$ cat src/rtl/keccak_cmd_sequencer.sv
// Purpose: queued command sequencer for the Keccak core. It drives the core
//          controls and multiplexes the shared BRAM between the core and the
//          external loader.
// Latency: a push into an empty idle queue at cycle t is popped at t+1.
//          CLEAR or RUN starts at t+2. cmd_done follows core_done by one cycle.
// Backpressure: cmd_ready is low while the queue holds CMD_DEPTH entries. It
//          comes from the registered level only, so a push at full is refused
//          even on a pop cycle.
//
// Ports:
//   clk, rst                        single clock, synchronous active-high reset
//   cmd_w0/cmd_w1/cmd_valid/ready   command push interface; word0 is
//                                   {OP3, OP2, OP1, INS} and word1 is {olen, mlen}
//   fifo_level, busy, cmd_done, err status; err is sticky and cleared by err_clr
//   ext_*                           external BRAM loader port
//   bram_*                          BRAM port A (read/write) and port B (read)
//   core_*                          Keccak core controls and status
//
// Optional feature: define KECCAK_SEQ_TIMEOUT_EN to enable the RUN watchdog,
// which is limited by TIMEOUT_CYCLES.
module keccak_cmd_sequencer #(
    parameter int AW             = 9,
    parameter int DW             = 64,
    parameter int LEN_W          = 16,
    parameter int CMD_DEPTH      = 4,
    parameter int TIMEOUT_CYCLES = 65535
) (
    input  logic                        clk,
    input  logic                        rst,
    input  logic [5+3*AW-1:0]           cmd_w0,
    input  logic [2*LEN_W-1:0]          cmd_w1,
    input  logic                        cmd_valid,
    output logic                        cmd_ready,
    output logic [$clog2(CMD_DEPTH):0]  fifo_level,
    output logic                        busy,
    output logic                        cmd_done,
    output logic [1:0]                  err,
    input  logic                        err_clr,
    input  logic [AW-1:0]               ext_addr,
    input  logic [DW-1:0]               ext_din,
    input  logic                        ext_we,
    output logic                        bram_wea,
    output logic [AW-1:0]               bram_addra,
    output logic [DW-1:0]               bram_dina,
    output logic [AW-1:0]               bram_addrb,
    output logic                        core_clear,
    output logic                        core_enable,
    output logic                        core_int_rst,
    output logic                        core_next_extract,
    output logic [1:0]                  core_rate_type,
    output logic [LEN_W-1:0]            core_mlen,
    output logic [LEN_W-1:0]            core_olen,
    input  logic [AW-1:0]               core_rd_addr,
    input  logic [AW-1:0]               core_wt_addr,
    input  logic [DW-1:0]               core_dout,
    input  logic                        core_sample,
    input  logic                        core_done
);
    localparam int W0_W  = 5 + 3 * AW;
    localparam int W1_W  = 2 * LEN_W;
    localparam int PTR_W = $clog2(CMD_DEPTH);
    localparam int LVL_W = PTR_W + 1;

    typedef enum logic [1:0] {S_IDLE, S_CLEAR, S_RUN, S_DONE} state_t;

    state_t            state_q, state_d;
    logic [W0_W-1:0]   fifo_w0_q [CMD_DEPTH];
    logic [W1_W-1:0]   fifo_w1_q [CMD_DEPTH];
    logic [PTR_W-1:0]  wr_ptr_q, rd_ptr_q;
    logic [LVL_W-1:0]  level_q;
    logic [W0_W-1:0]   cur_w0_q;
    logic [W1_W-1:0]   cur_w1_q;
    logic [1:0]        err_q, err_d;
    logic              first_q;   // first RUN cycle: ignore a possibly stale core_done
    logic              push, pop, ill_ins, tmo_err;
    logic [4:0]        head_ins, ins;
    logic [AW-1:0]     op1, op2, op3;

    assign push     = cmd_valid && cmd_ready;
    assign head_ins = fifo_w0_q[rd_ptr_q][4:0];
    assign ins      = cur_w0_q[4:0];
    assign op1      = cur_w0_q[5 +: AW];
    assign op2      = cur_w0_q[5+AW +: AW];
    assign op3      = cur_w0_q[5+2*AW +: AW];

`ifdef KECCAK_SEQ_TIMEOUT_EN
    localparam int TMO_W = $clog2(TIMEOUT_CYCLES + 1);
    logic [TMO_W-1:0] tmo_cnt_q;

    // The count is zero on the first RUN cycle, so the limit is hit on RUN cycle TIMEOUT_CYCLES.
    always_ff @(posedge clk) begin
        if (rst || state_q != S_RUN) tmo_cnt_q <= '0;
        else                         tmo_cnt_q <= tmo_cnt_q + 1'b1;
    end
`else
    logic unused_tmo;
    assign unused_tmo = (TIMEOUT_CYCLES != 0);
`endif

    // OP2 travels with the command but has no consumer in this block.
    logic unused_op2;
    assign unused_op2 = ^op2;

    always_comb begin
        state_d     = state_q;
        pop         = 1'b0;
        ill_ins     = 1'b0;
        tmo_err     = 1'b0;
        core_clear  = rst;
        core_enable = 1'b0;
        cmd_done    = 1'b0;
        case (state_q)
            S_IDLE: begin
                if (level_q != '0) begin
                    pop = 1'b1;
                    if (head_ins == 5'd0)      state_d = S_CLEAR;
                    else if (head_ins <= 5'd5) state_d = S_RUN;
                    else begin
                        ill_ins = 1'b1;
                        state_d = S_DONE;
                    end
                end
            end
            S_CLEAR: begin
                core_clear = 1'b1;
                state_d    = S_DONE;
            end
            S_RUN: begin
                core_enable = 1'b1;
                if (!first_q && core_done) state_d = S_DONE;
`ifdef KECCAK_SEQ_TIMEOUT_EN
                else if (tmo_cnt_q == TMO_W'(TIMEOUT_CYCLES - 1)) begin
                    core_clear = 1'b1;
                    tmo_err    = 1'b1;
                    state_d    = S_DONE;
                end
`endif
            end
            S_DONE: begin
                cmd_done = 1'b1;
                state_d  = S_IDLE;
            end
            default: state_d = S_IDLE;
        endcase

        // A new error in the same cycle as err_clr wins.
        err_d = err_clr ? 2'b00 : err_q;
        if (ill_ins)          err_d[0] = 1'b1;
        if (ext_we && busy)   err_d[1] = 1'b1;
        if (tmo_err)          err_d[1] = 1'b1;
    end

    always_ff @(posedge clk) begin
        if (rst) begin
            state_q  <= S_IDLE;
            wr_ptr_q <= '0;
            rd_ptr_q <= '0;
            level_q  <= '0;
            err_q    <= 2'b00;
            first_q  <= 1'b1;
            cur_w0_q <= '0;
            cur_w1_q <= '0;
        end else begin
            state_q <= state_d;
            err_q   <= err_d;
            first_q <= (state_q != S_RUN);
            if (push) wr_ptr_q <= wr_ptr_q + 1'b1;
            if (pop) begin
                rd_ptr_q <= rd_ptr_q + 1'b1;
                cur_w0_q <= fifo_w0_q[rd_ptr_q];
                cur_w1_q <= fifo_w1_q[rd_ptr_q];
            end
            if (push && !pop)      level_q <= level_q + 1'b1;
            else if (!push && pop) level_q <= level_q - 1'b1;
        end
    end

    // Queue storage needs no reset; the pointers and level define validity.
    always_ff @(posedge clk) begin
        if (push) begin
            fifo_w0_q[wr_ptr_q] <= cmd_w0;
            fifo_w1_q[wr_ptr_q] <= cmd_w1;
        end
    end

    assign cmd_ready  = (level_q != LVL_W'(CMD_DEPTH));
    assign fifo_level = level_q;
    assign busy       = (state_q != S_IDLE) || (level_q != '0);
    assign err        = err_q;

    assign core_int_rst      = (ins == 5'd4);
    assign core_next_extract = (ins == 5'd5);
    assign core_rate_type    = (ins == 5'd1) ? 2'd1 : (ins == 5'd2) ? 2'd0 : 2'd2;
    assign core_mlen         = cur_w1_q[LEN_W-1:0];
    assign core_olen         = cur_w1_q[2*LEN_W-1:LEN_W];

    // The core owns the BRAM only while RUN. Otherwise the loader owns it, but its writes are held off while busy.
    assign bram_wea   = (state_q == S_RUN) ? core_sample : (ext_we && !busy);
    assign bram_dina  = (state_q == S_RUN) ? core_dout : ext_din;
    assign bram_addra = (state_q == S_RUN) ? core_wt_addr + op3 : ext_addr;
    assign bram_addrb = (state_q == S_RUN) ? core_rd_addr + op1 : ext_addr;

endmodule

$ cat config.mk
export PLATFORM = sky130hd
export DESIGN_NAME = keccak_cmd_sequencer
export DESIGN_NICKNAME = d
export VERILOG_FILES = /design/src/rtl/keccak_cmd_sequencer.sv
export SDC_FILE = /design/constraint.sdc
export NUM_CORES = 1
export LEC_CHECK = 0
export CAP_MARGIN = 0
export CORE_MARGIN = 2
export CORE_UTILIZATION = 52
export CTS_CLUSTER_DIAMETER = 40
export DETAILED_ROUTE_END_ITERATION = 10
export HOLD_SLACK_MARGIN = 0.12
export PLACE_DENSITY = 0.86
export SETUP_SLACK_MARGIN = 0.4
export SLEW_MARGIN = 20
export SYNTH_ARGS = -nofsm -noshare
export SYNTH_HDL_FRONTEND = slang
export SYNTH_SLANG_ARGS = --single-unit
$ cat constraint.sdc
create_clock -name clk -period 9.9 [get_ports clk]
set_input_delay 2.97 -clock clk [delete_from_list [all_inputs] [get_ports clk]]
set_output_delay 2.97 -clock clk [all_outputs]
set_load 0.02 [all_outputs]
==> results of run 1 <==
==> cell families (layout without fill, tap and decap cells) <==
kind of cell               Yosys count  after routing
muxes                              128            128
DFF                                289            289
buffers and inverters               56            428
AOI/OAI and AO/OA                  108            108
adders and majority gates           28             28
other                                0              9
xor gates and xnor gates            16             16
and+or+nand+nor                    193            193
==> where the power goes <==
group | switching, W | internal [W] | total, W
combinational | 0.000878 | 0.000771 | 0.00165
clock | 0.000482 | 0.000773 | 0.00125
sequential | 0.000133 | 0.00150 | 0.00164
==> worst paths after layout <==
check / depth (start not counted) / end / slack, ns / start
max: 8 / bram_addra[8] / 1.18 / core_wt_addr[0]
max reg2reg: 11 / fifo_level[2]$_SDFFE_PP0P_ / 7.22 / state_q[0]$_SDFFE_PP0P_
min reg2reg: 2 / cur_w1_q[12]$_SDFFE_PP0N_ / 0.46 / cur_w1_q[12]$_SDFFE_PP0N_
min: 2 / cur_w1_q[12]$_SDFFE_PP0N_ / 0.46 / cur_w1_q[12]$_SDFFE_PP0N_
==> state kept, by name, indices dropped and copies added, names as in the netlist, named ones only <==
signal and count:
fifo_w0_q 92, first_q 1, fifo_w1_q 128, state_q 2, cur_w0_q 23, err 2
wr_ptr_q 2, rd_ptr_q 2, fifo_level 3, cur_w1_q 32
==> critical path, delay by kind of cell <==
family	cells	cell delay [ns]
AOI/OAI and AO/OA	4	1.06
adders and majority gates	2	0.65
buffers and inverters	2	1.08
==> through the flow <==
step	area [um^2]	std cells
3_3_place_gp	16000	1448
3_5_place_dp	16000	1448
6_report	17200	1518
4_1_cts	17200	1509
5_1_grt	17200	1518
2_1_floorplan	12300	818
==> synth_stat cells (5+ instances only) <==
library cell / instances / area share (%)
sky130_fd_sc_hd__xor2_1: 9 / 0.64
sky130_fd_sc_hd__edfxtp_1: 220 / 54
sky130_fd_sc_hd__inv_1: 12 / 0.37
sky130_fd_sc_hd__buf_2: 15 / 0.61
sky130_fd_sc_hd__nand2_1: 135 / 4.1
sky130_fd_sc_hd__dfxtp_1: 69 / 11
sky130_fd_sc_hd__mux2_2: 70 / 6.4
sky130_fd_sc_hd__mux4_2: 56 / 10
sky130_fd_sc_hd__and2_1: 5 / 0.25
sky130_fd_sc_hd__buf_1: 6 / 0.18
sky130_fd_sc_hd__o21ai_0: 8 / 0.33
sky130_fd_sc_hd__o211ai_1: 6 / 0.37
sky130_fd_sc_hd__nand3_1: 5 / 0.20
sky130_fd_sc_hd__a21oi_1: 66 / 2.7
sky130_fd_sc_hd__nor2_1: 24 / 0.73
sky130_fd_sc_hd__ha_1: 25 / 2.5
sky130_fd_sc_hd__nor3_1: 6 / 0.24
sky130_fd_sc_hd__xnor2_1: 7 / 0.50
sky130_fd_sc_hd__clkbuf_1: 18 / 0.55
==> area by class of cell <==
type	instances	area, um^2	area share (%)
sequential	289	7990	46.5
antenna	9	22.5	0.131
clock inverter	17	231	1.35
clock buffer	44	920	5.35
tap	319	399	2.32
multi-input combinational	473	4070	23.6
timing repair buffer	355	3520	20.5
inverter	12	45.0	0.262
==> routing by layer <==
metal,up-vias,wire length (um)
li1,3802,-
met1,4138,12800
met2,345,19700
met3,54,3160
met4,2,1090
met5,-,13
==> load_flow_metrics.sql, run 1 <==
INSERT INTO impl_metrics (metric_group, metric, value, unit) VALUES
('sta', 'fin_max_slew_vios', '0', ''),
('global_route', 'gr-usage-met3', '8.62', '%'),
('detailed_routing', 'drc', '0', ''),
('floorplanning', 'fp.coreArea', '0.0233', 'mm^2'),
('setup_path', 'endpoint_kind', 'output pin', ''),
('logic_synthesis', 'synth-seq-area-share', '65.0', '%'),
('sta', 'clock.fmax', '115', 'MHz'),
('floorplanning', 'die_w', '158', 'um'),
('power', 'power.leakage', '5.93', 'nW'),
('floorplanning', 'start_util', '52.7', '%'),
('detailed_routing', 'wire_per_inst', '24.2', 'um'),
('global_route', 'gr-max-usage-layer', 'met2', ''),
('sta', 'final-setup-viol-count', '0', ''),
('logic_synthesis', 'post_synth_instance_area', '0.0123', 'mm^2'),
('clocking', 'cts.htree.levels', '2', ''),
('logic_synthesis', 'synth-xor-area-share', '1.14', '%'),
('setup_path', 'cpMaxStageDelayCell', 'sky130_fd_sc_hd__clkdlybuf4s50_1', ''),
('cells_and_area', 'final_layout_size_suffix_gt1_share', '16.9', '%'),
('logic_synthesis', 'ys_warn_count', '0', ''),
('setup_path', 'path_common_cell', 'sky130_fd_sc_hd__clkdlybuf4s50_1', ''),
('power', 'pwr_density_cell', '264', 'mW/mm^2'),
('global_route', 'grt-ovfl-total', '0', ''),
('clocking', 'cts_repair_resize_count', '0', ''),
('clocking', 'worst_skew_pair_later_pin_latency', '0.50', 'ns'),
('status', 'run_status', 'finished clean', ''),
('setup_path', 'crit_type', 'input pin to output pin', ''),
('detailed_routing', 'drt_first_iter_violations', '558', ''),
('clocking', 'holdBufCountCts', '0', ''),
('cells_and_area', 'syn_to_final_growth', '40.0', '%'),
('logic_synthesis', 'synthArstFlopShare', '0', '%'),
('logic_synthesis', 'largest_family_of_logic_cells_by_synthesized_area', 'multiplexers', ''),
('logic_synthesis', 'ys_seq_elements', '289', ''),
('placed_design', 'pre_cts_slack', '1.16', 'ns'),
('logic_synthesis', 'synthAdderAreaFrac', '3.03', '%'),
('clocking', 'worst_setup_hold_path_clk_slew', '0.06', 'ns'),
('sta', 'max_slew_margin', '38.6', '%'),
('global_route', 'global_route_met2_usage', '53.1', '%'),
('setup_path', 'worstPathArrival', '5.75', 'ns'),
('detailed_routing', 'num_vias', '8341', ''),
('detailed_routing', 'drtPass1Iterations', '5', ''),
('sta', 'period_share', '88.1', '%'),
('setup_path', 'worst-endpoint-required', '6.93', 'ns'),
('placed_design', 'gp_congestion', '0.870', ''),
('sta', 'layout_setup_ws', '1.18', 'ns'),
('logic_synthesis', 'syn-instance-count', '818', ''),
('setup_path', 'cp_cell_sequence', 'clkdlybuf4s50_1, ha_1, fa_1, a21oi_1, o2111ai_1, o311a_1, a211oi_1, clkdlybuf4s50_1', ''),
('sta', 'setup_total_negative_slack', '0', 'ns'),
('detailed_routing', 'post_drt_via_cell_ratio', '5.49', ''),
('sta', 'slew_at_the_pin_closest_to_its_max_slew_limit', '0.921', 'ns'),
('sta', 'final.hold.worst_slack', '0.456', 'ns'),
('logic_synthesis', 'synth.distinct_cells', '49', ''),
('clocking', 'clock_sink_count', '289', ''),
('flow_run', 'max-cap-violations', '0', ''),
('sta', 'hold_violations', '0', ''),
('logic_synthesis', 'synthesized_area_fraction_occupied_by_ao_oa_aoi_and_oai_cells', '5.30', '%'),
('global_route', 'global_route.usage.total', '29.4', '%'),
('cells_and_area', 'final_layout_net_count', '1419', ''),
('floorplanning', 'core.rowCount', '56', ''),
('global_route', 'grt_start_max_net_pins', '76', ''),
('placed_design', 'hpwl', '26100', 'um'),
('logic_synthesis', 'synth_enable_flop_cells', '220', ''),
('global_route', 'grt_first_pass_wirelength', '52100', 'um'),
('sta', 'shortest_clock_period_the_worst_path_allows_after_layout', '8.72', 'ns'),
('floorplanning', 'top_level_ports', '355', ''),
('floorplanning', 'fp.dieH', '158', 'um'),
('floorplanning', 'die_ar', '0.0249', 'mm^2'),
('logic_synthesis', 'postSynth.topFlopCell', 'sky130_fd_sc_hd__edfxtp_1', ''),
('setup_path', 'cp_max_fo', '3', ''),
('logic_synthesis', 'average_cell_area_after_synthesis', '15.0', 'um^2'),
('power', 'total_power', '0.00454', 'W'),
('setup_path', 'setup.worst_path.start_class', 'input pin', '');
No activity file was read; power rests on OpenSTA's default activity.
==> run 2, diff against run 1 <==
CORE_ASPECT_RATIO = 0.5   (was not set)
CORE_MARGIN = not set   (was 2)
==> run 2 against run 1 <==
Against the previous run:
- clock skew shrank 0.0083 ns
- die area shrank 2.4%
- hold slack gained 0.0053 ns
- first-iteration DRC count grew 21%
- sequential power is essentially flat
- routed wire length shrank 9.6%
- count of clock-buffer cells in the layout shrank 10
- via count shrank 1.0%
- fmax shrank 0.36%
- power shrank 3.6%
- setup slack lost 0.031 ns
- design area shrank 1.2%
- critical endpoint unchanged
- largest cell class unchanged
==> load_flow_metrics.sql, run 2 (synthesized netlist as in run 1, its figures left out) <==
INSERT INTO impl_metrics (metric_group, metric, value, unit) VALUES
('status', 'run_status', 'finished clean', ''),
('setup_path', 'setup.worst_path.start_class', 'input pin', ''),
('detailed_routing', 'drt.antenna.violating_nets', '0', ''),
('detailed_routing', 'drtPass1Iterations', '5', ''),
('detailed_routing', 'drt_first_iter_violations', '673', ''),
('floorplanning', 'core.rowCount', '39', ''),
('power', 'switching_share', '33.4', '%'),
('power', 'clockPowerShare', '25.1', '%'),
('sta', 'max_slew_margin', '37.2', '%'),
('sta', 'shortest_clock_period_the_worst_path_allows_after_layout', '8.75', 'ns'),
('sta', 'fin_max_slew_vios', '0', ''),
('clocking', 'cts_buffers', '29', ''),
('clocking', 'clock_sink_count', '289', ''),
('power', 'internal-power', '0.00291', 'W'),
('cells_and_area', 'reg.largest.list', 'fifo_w1_q: 128 flops, fifo_w0_q: 92 flops, cur_w1_q: 32 flops', ''),
('global_route', 'grt-ovfl-total', '0', ''),
('clocking', 'worst_skew_pair_later_pin_latency', '0.53', 'ns'),
('detailed_routing', 'totalWireLength', '33200', 'um'),
('floorplanning', 'die_ar', '0.0243', 'mm^2'),
('cells_and_area', 'final_layout_size_suffix_gt1_share', '16.9', '%'),
('global_route', 'global_route.usage.total', '27.0', '%'),
('sta', 'final-setup-viol-count', '0', ''),
('clocking', 'holdBufCountCts', '0', ''),
('cells_and_area', 'layout_common_cells', 'sky130_fd_sc_hd__clkdlybuf4s50_1 (344), sky130_fd_sc_hd__edfxtp_1 (220), sky130_fd_sc_hd__nand2_1 (135)', ''),
('power', 'share_comb_of_total_power', '37.5', '%'),
('sta', 'hold_violations', '0', ''),
('sta', 'maximum_clock_skew_at_final_layout', '0.0122', 'ns'),
('flow_run', 'max-cap-violations', '0', ''),
('global_route', 'grt_pass1_vias', '8592', ''),
('sta', 'final.hold.worst_slack', '0.461', 'ns'),
('placed_design', 'port_buffers', '345', ''),
('power', 'pwr_density_cell', '258', 'mW/mm^2'),
('clocking', 'cts.htree.levels', '1', ''),
('cells_and_area', 'antenna_cells', '0', ''),
('clocking', 'cts.root.buffer_cell', 'sky130_fd_sc_hd__clkbuf_16', ''),
('floorplanning', 'top_level_ports', '355', ''),
('global_route', 'grt_first_pass_wirelength', '49400', 'um'),
('cells_and_area', 'postLayoutCoreUtil', '73.9', '%'),
('setup_path', 'worstPathArrival', '5.78', 'ns'),
('floorplanning', 'fp.coreArea', '0.0230', 'mm^2'),
('detailed_routing', 'wire_per_inst', '22.3', 'um'),
('power', 'pwr-share-seq', '37.4', '%'),
('placed_design', 'gp_congestion', '0.886', ''),
('cells_and_area', 'layout.cells.non_filler', '1488', ''),
('floorplanning', 'fp.dieH', '111', 'um'),
('placed_design', 'dpl.cell_count', '1434', ''),
('clocking', 'cts_max_path_buffers', '3', ''),
('cells_and_area', 'layout_commonest_cell', 'sky130_fd_sc_hd__clkdlybuf4s50_1', ''),
('setup_path', 'crit_type', 'input pin to output pin', ''),
('detailed_routing', 'post_drt_via_cell_ratio', '5.55', ''),
('cells_and_area', 'registers.top_by_ff_count', 'fifo_w1_q', ''),
('power', 'power.leakage', '5.84', 'nW'),
('floorplanning', 'die_w', '219', 'um'),
('power', 'vdd_ir_drop_max', '163', 'uV'),
('cells_and_area', 'syn_to_final_growth', '38.2', '%'),
('sta', 'slew_at_the_pin_closest_to_its_max_slew_limit', '0.940', 'ns'),
('setup_path', 'worst-endpoint-required', '6.93', 'ns'),
('placed_design', 'hpwl', '22900', 'um'),
('cells_and_area', 'finish.instance_area', '0.0170', 'mm^2'),
('floorplanning', 'start_util', '53.5', '%'),
('global_route', 'grt_antenna_before_repair', '1', ''),
('setup_path', 'cp_max_fo', '3', ''),
('sta', 'setup_total_negative_slack', '0', 'ns'),
('detailed_routing', 'num_vias', '8257', ''),
('sta', 'period_share', '88.4', '%'),
('sta', 'grt_setup_unrepaired', 'no', ''),
('clocking', 'postCtsSetupBuffers', '0', ''),
('detailed_routing', 'drc', '0', ''),
('clocking', 'cts_repair_resize_count', '0', ''),
('power', 'netSwitchingPower', '0.00146', 'W'),
('sta', 'clock.fmax', '114', 'MHz'),
('cells_and_area', 'final_layout_net_count', '1413', ''),
('clocking', 'tritoncts', 'done', ''),
('cells_and_area', 'largest_register_ff_count', '128', ''),
('clocking', 'worst_setup_hold_path_clk_slew', '0.06', 'ns'),
('worst_hold_path', 'hold_path_class', 'flip-flop to flip-flop', ''),
('placed_design', 'dpl_cell_area', '0.0160', 'mm^2'),
('global_route', 'grt_start_max_net_pins', '90', ''),
('setup_path', 'endpoint_kind', 'output pin', '');
## run 2: worst paths after layout
path / cells after the start / slack [ns] / to / startpoint
setup / recovery: 8 / 1.15 / bram_addra[8] / core_wt_addr[0]
hold reg to reg: 2 / 0.46 / cur_w1_q[3]$_SDFFE_PP0N_ / cur_w1_q[3]$_SDFFE_PP0N_
setup reg to reg: 11 / 5.83 / fifo_level[2]$_SDFFE_PP0P_ / state_q[0]$_SDFFE_PP0P_
hold / removal: 2 / 0.46 / cur_w1_q[3]$_SDFFE_PP0N_ / cur_w1_q[3]$_SDFFE_PP0N_
## run 2: critical path, stage by stage
cell and delay (ns):
sky130_fd_sc_hd__clkdlybuf4s50_1 0.40, sky130_fd_sc_hd__ha_1 0.25, sky130_fd_sc_hd__fa_1 0.42, sky130_fd_sc_hd__a21oi_1 0.20
sky130_fd_sc_hd__o2111ai_1 0.26, sky130_fd_sc_hd__o311a_1 0.35, sky130_fd_sc_hd__a211oi_1 0.23, sky130_fd_sc_hd__clkdlybuf4s50_1 0.68
## run 2: power groups by stage
stage	Clock [W]	Combinational, W	Sequential (W)
2_1_floorplan	0	0.000960	0.00166
3_3_place_gp	0	0.00158	0.00165
3_5_place_dp	0	0.00162	0.00166
4_1_cts	0.00111	0.00164	0.00164
5_1_grt	0.00115	0.00175	0.00166
6_report	0.00110	0.00164	0.00164
## run 2: layer usage
layer / share of wire [%] / track usage [%] / up-vias / routed length, um
met2: 53 / 49.1 / 318 / 17500
li1: - / - / 3778 / -
met3: 6.5 / 4.33 / 60 / 2140
met4: 2.5 / 7.27 / 2 / 834
met5: 0.039 / 0 / - / 13
met1: 38 / 33.4 / 4099 / 12700
## run 2: area by class of cell
cell class / count / area [um^2]
Clock buffer: 34 / 764
Clock inverter: 19 / 204
Fill cell: 1365 / 6000
Inverter: 12 / 46.3
Multi-Input combinational cell: 473 / 4070
Sequential cell: 289 / 7990
Tap cell: 307 / 384
Timing Repair Buffer: 354 / 3530
## run 2: stage by stage
| step | setup WS (ns) | total power [W] |
|---|---|---|
| after floorplan | 2.13 | 0.00262 |
| after global placement | 1.20 | 0.00322 |
| after detailed placement | 1.19 | 0.00328 |
| after CTS | 1.18 | 0.00439 |
| after global routing | 1.04 | 0.00456 |
| final | 1.15 | 0.00438 |
==> run 3, diff against run 2 <==
CORE_ASPECT_RATIO = not set   (was 0.5)
CORE_MARGIN = 1   (was not set)
==> run 3 against run 2 <==
Against the previous run:
- fmax up 0.52%
- flip-flop and latch count unchanged
- power about the same
- sequential share of layout area down 0.093 points
- global-route usage up 2.9 points
- core utilization up 0.37 points
- clock power about the same
- critical path type unchanged
- via count up 1.2%
==> load_flow_metrics.sql, run 3 (synthesized netlist as in run 1, its figures left out) <==
INSERT INTO impl_metrics (metric_group, metric, value, unit) VALUES
('status', 'run_status', 'finished clean', ''),
('floorplanning', 'die_w', '156', 'um'),
('sta', 'shortest_clock_period_the_worst_path_allows_after_layout', '8.71', 'ns'),
('power', 'clockPowerShare', '25.0', '%'),
('clocking', 'worst_setup_hold_path_clk_slew', '0.06', 'ns'),
('sta', 'grt_setup_unrepaired', 'no', ''),
('detailed_routing', 'post_drt_via_cell_ratio', '5.55', ''),
('power', 'pwr_density_cell', '257', 'mW/mm^2'),
('clocking', 'cts_max_path_buffers', '3', ''),
('cells_and_area', 'final_layout_size_suffix_gt1_share', '17.0', '%'),
('sta', 'slew_at_the_pin_closest_to_its_max_slew_limit', '1.13', 'ns'),
('placed_design', 'gp_congestion', '0.887', ''),
('global_route', 'grt_start_max_net_pins', '89', ''),
('power', 'share_comb_of_total_power', '37.7', '%'),
('sta', 'final-setup-viol-count', '0', ''),
('detailed_routing', 'wire_per_inst', '23.9', 'um'),
('floorplanning', 'start_util', '53.6', '%'),
('power', 'total_power', '0.00438', 'W'),
('detailed_routing', 'num_vias', '8353', ''),
('cells_and_area', 'count_of_fill_cells_added_during_filler_insertion', '1436', ''),
('detailed_routing', 'drc', '0', ''),
('setup_path', 'critPathLaunch', 'core_wt_addr[0]', ''),
('setup_path', 'worst-endpoint-required', '6.93', 'ns'),
('power', 'pwr-share-seq', '37.3', '%'),
('sta', 'setup_total_negative_slack', '0', 'ns'),
('cells_and_area', 'layout_common_cells', 'sky130_fd_sc_hd__clkdlybuf4s50_1 (344), sky130_fd_sc_hd__edfxtp_1 (220), sky130_fd_sc_hd__nand2_1 (135)', ''),
('floorplanning', 'die_ar', '0.0243', 'mm^2'),
('global_route', 'grt_antenna_before_repair', '7', ''),
('setup_path', 'r2r-start', 'state_q[0]$_SDFFE_PP0P_', ''),
('clocking', 'cts_repair_resize_count', '0', ''),
('detailed_routing', 'drtPass1Iterations', '5', ''),
('clocking', 'tritoncts', 'done', ''),
('cells_and_area', 'reg.largest.list', 'fifo_w1_q: 128 flops, fifo_w0_q: 92 flops, cur_w1_q: 32 flops', ''),
('clocking', 'cts_buffers', '31', ''),
('setup_path', 'endpoint_kind', 'output pin', ''),
('power', 'vdd_ir_drop_max', '253', 'uV'),
('clocking', 'cts.root.buffer_cell', 'sky130_fd_sc_hd__clkbuf_16', ''),
('worst_hold_path', 'worstHoldStart', 'cur_w1_q[12]$_SDFFE_PP0N_', ''),
('sta', 'period_share', '88.0', '%'),
('power', 'netSwitchingPower', '0.00148', 'W'),
('worst_hold_path', 'hold_path_class', 'flip-flop to flip-flop', ''),
('setup_path', 'cp_max_fo', '3', ''),
('cells_and_area', 'final_layout_net_count', '1416', ''),
('global_route', 'grt-ovfl-total', '0', ''),
('global_route', 'grt_pass1_vias', '8642', ''),
('sta', 'fin_max_slew_vios', '0', ''),
('detailed_routing', 'drt.antenna.violating_nets', '0', ''),
('cells_and_area', 'largest_register_ff_count', '128', ''),
('clocking', 'cts.htree.levels', '1', ''),
('global_route', 'grt_first_pass_wirelength', '52200', 'um'),
('sta', 'hold_violations', '0', ''),
('sta', 'final.hold.worst_slack', '0.459', 'ns'),
('setup_path', 'crit_type', 'input pin to output pin', ''),
('clocking', 'worst_skew_pair_later_pin_latency', '0.54', 'ns'),
('cells_and_area', 'layout.cells.non_filler', '1504', ''),
('global_route', 'global_route.usage.total', '29.9', '%'),
('placed_design', 'port_buffers', '345', ''),
('worst_hold_path', 'min_delay_path_depth', '2', ''),
('detailed_routing', 'drt_first_iter_violations', '522', ''),
('cells_and_area', 'registers.top_by_ff_count', 'fifo_w1_q', ''),
('clocking', 'postCtsSetupBuffers', '0', ''),
('setup_path', 'worstPathArrival', '5.74', 'ns'),
('setup_path', 'setup.worst_path.start_class', 'input pin', ''),
('cells_and_area', 'layout_commonest_cell', 'sky130_fd_sc_hd__clkdlybuf4s50_1', ''),
('clocking', 'clock_sink_count', '289', ''),
('power', 'internal-power', '0.00290', 'W'),
('sta', 'max_slew_margin', '24.9', '%'),
('cells_and_area', 'syn_to_final_growth', '38.5', '%'),
('sta', 'layout_setup_ws', '1.19', 'ns'),
('setup_path', 'number_of_cells_on_the_worst_reg_to_reg_path', '11', ''),
('placed_design', 'pre_cts_slack', '1.20', 'ns'),
('sta', 'maximum_clock_skew_at_final_layout', '0.0173', 'ns'),
('power', 'power.leakage', '5.86', 'nW'),
('sta', 'clock.fmax', '115', 'MHz'),
('power', 'switching_share', '33.7', '%'),
('placed_design', 'dpl.cell_count', '1442', ''),
('floorplanning', 'fp.coreArea', '0.0229', 'mm^2'),
('floorplanning', 'fp.dieH', '156', 'um'),
('floorplanning', 'core.rowCount', '55', ''),
('clocking', 'holdBufCountCts', '0', ''),
('placed_design', 'hpwl', '25400', 'um'),
('floorplanning', 'top_level_ports', '355', ''),
('detailed_routing', 'totalWireLength', '36000', 'um'),
('flow_run', 'max-cap-violations', '0', '');
## run 3: cell count changes in the layout (fill, tap and decap cells not counted), moves of 2 or more
cell                        delta
sky130_fd_sc_hd__buf_4         +2
sky130_fd_sc_hd__clkinv_4      +2
sky130_fd_sc_hd__diode_2       +6
sky130_fd_sc_hd__bufinv_16     -2
sky130_fd_sc_hd__clkbuf_16     +2
## run 3: area by class of cell
cell class / count / area [um^2] / area share, %
Tap cell: 313 / 392 / 2.30
Antenna cell: 6 / 15.0 / 0.0882
Clock inverter: 19 / 158 / 0.926
Timing Repair Buffer: 355 / 3520 / 20.7
Multi-Input combinational cell: 473 / 4070 / 23.9
Sequential cell: 289 / 7990 / 47.0
Clock buffer: 37 / 828 / 4.87
Inverter: 12 / 45.0 / 0.265
## run 3: final timing paths
kind / to / slack [ns]
setup / recovery: bram_addra[8] / 1.19
hold / removal: cur_w1_q[12]$_SDFFE_PP0N_ / 0.46
setup reg to reg: fifo_level[2]$_SDFFE_PP0P_ / 7.17
hold reg to reg: cur_w1_q[12]$_SDFFE_PP0N_ / 0.46
## run 3: power groups by stage
stage	Clock (W)	Sequential (W)	Combinational, W
CTS	0.00111	0.00164	0.00166
global route	0.00116	0.00166	0.00176
detailed placement	0	0.00166	0.00164
floorplan	0	0.00166	0.000960
finish	0.00109	0.00164	0.00165
global placement	0	0.00165	0.00161
## run 3: through the flow
stage / instance area [um^2] / util [%]
floorplan: 12300 / -
global placement: 16000 / 69.9
CTS: 17000 / 74.2
global route: 17000 / 74.3
finish: 17000 / 74.3
detailed placement: 16000 / 69.9
## run 3: layer usage
metal / up-vias / share of wire, % / track usage [%]
met1: 4140 / 36 / 33.9
met5: - / 0 / 0
met3: 76 / 8.2 / 7.69
li1: 3784 / - / -
met2: 353 / 52 / 53.6
met4: 0 / 3.9 / 12.7
## run 3: worst max-delay path, cell delays in order
cell,delay (ns)
sky130_fd_sc_hd__clkdlybuf4s50_1,0.42
sky130_fd_sc_hd__ha_1,0.24
sky130_fd_sc_hd__fa_1,0.42
sky130_fd_sc_hd__a21oi_1,0.21
sky130_fd_sc_hd__o2111ai_1,0.24
sky130_fd_sc_hd__o311a_1,0.35
sky130_fd_sc_hd__a211oi_1,0.22
sky130_fd_sc_hd__clkdlybuf4s50_1,0.65
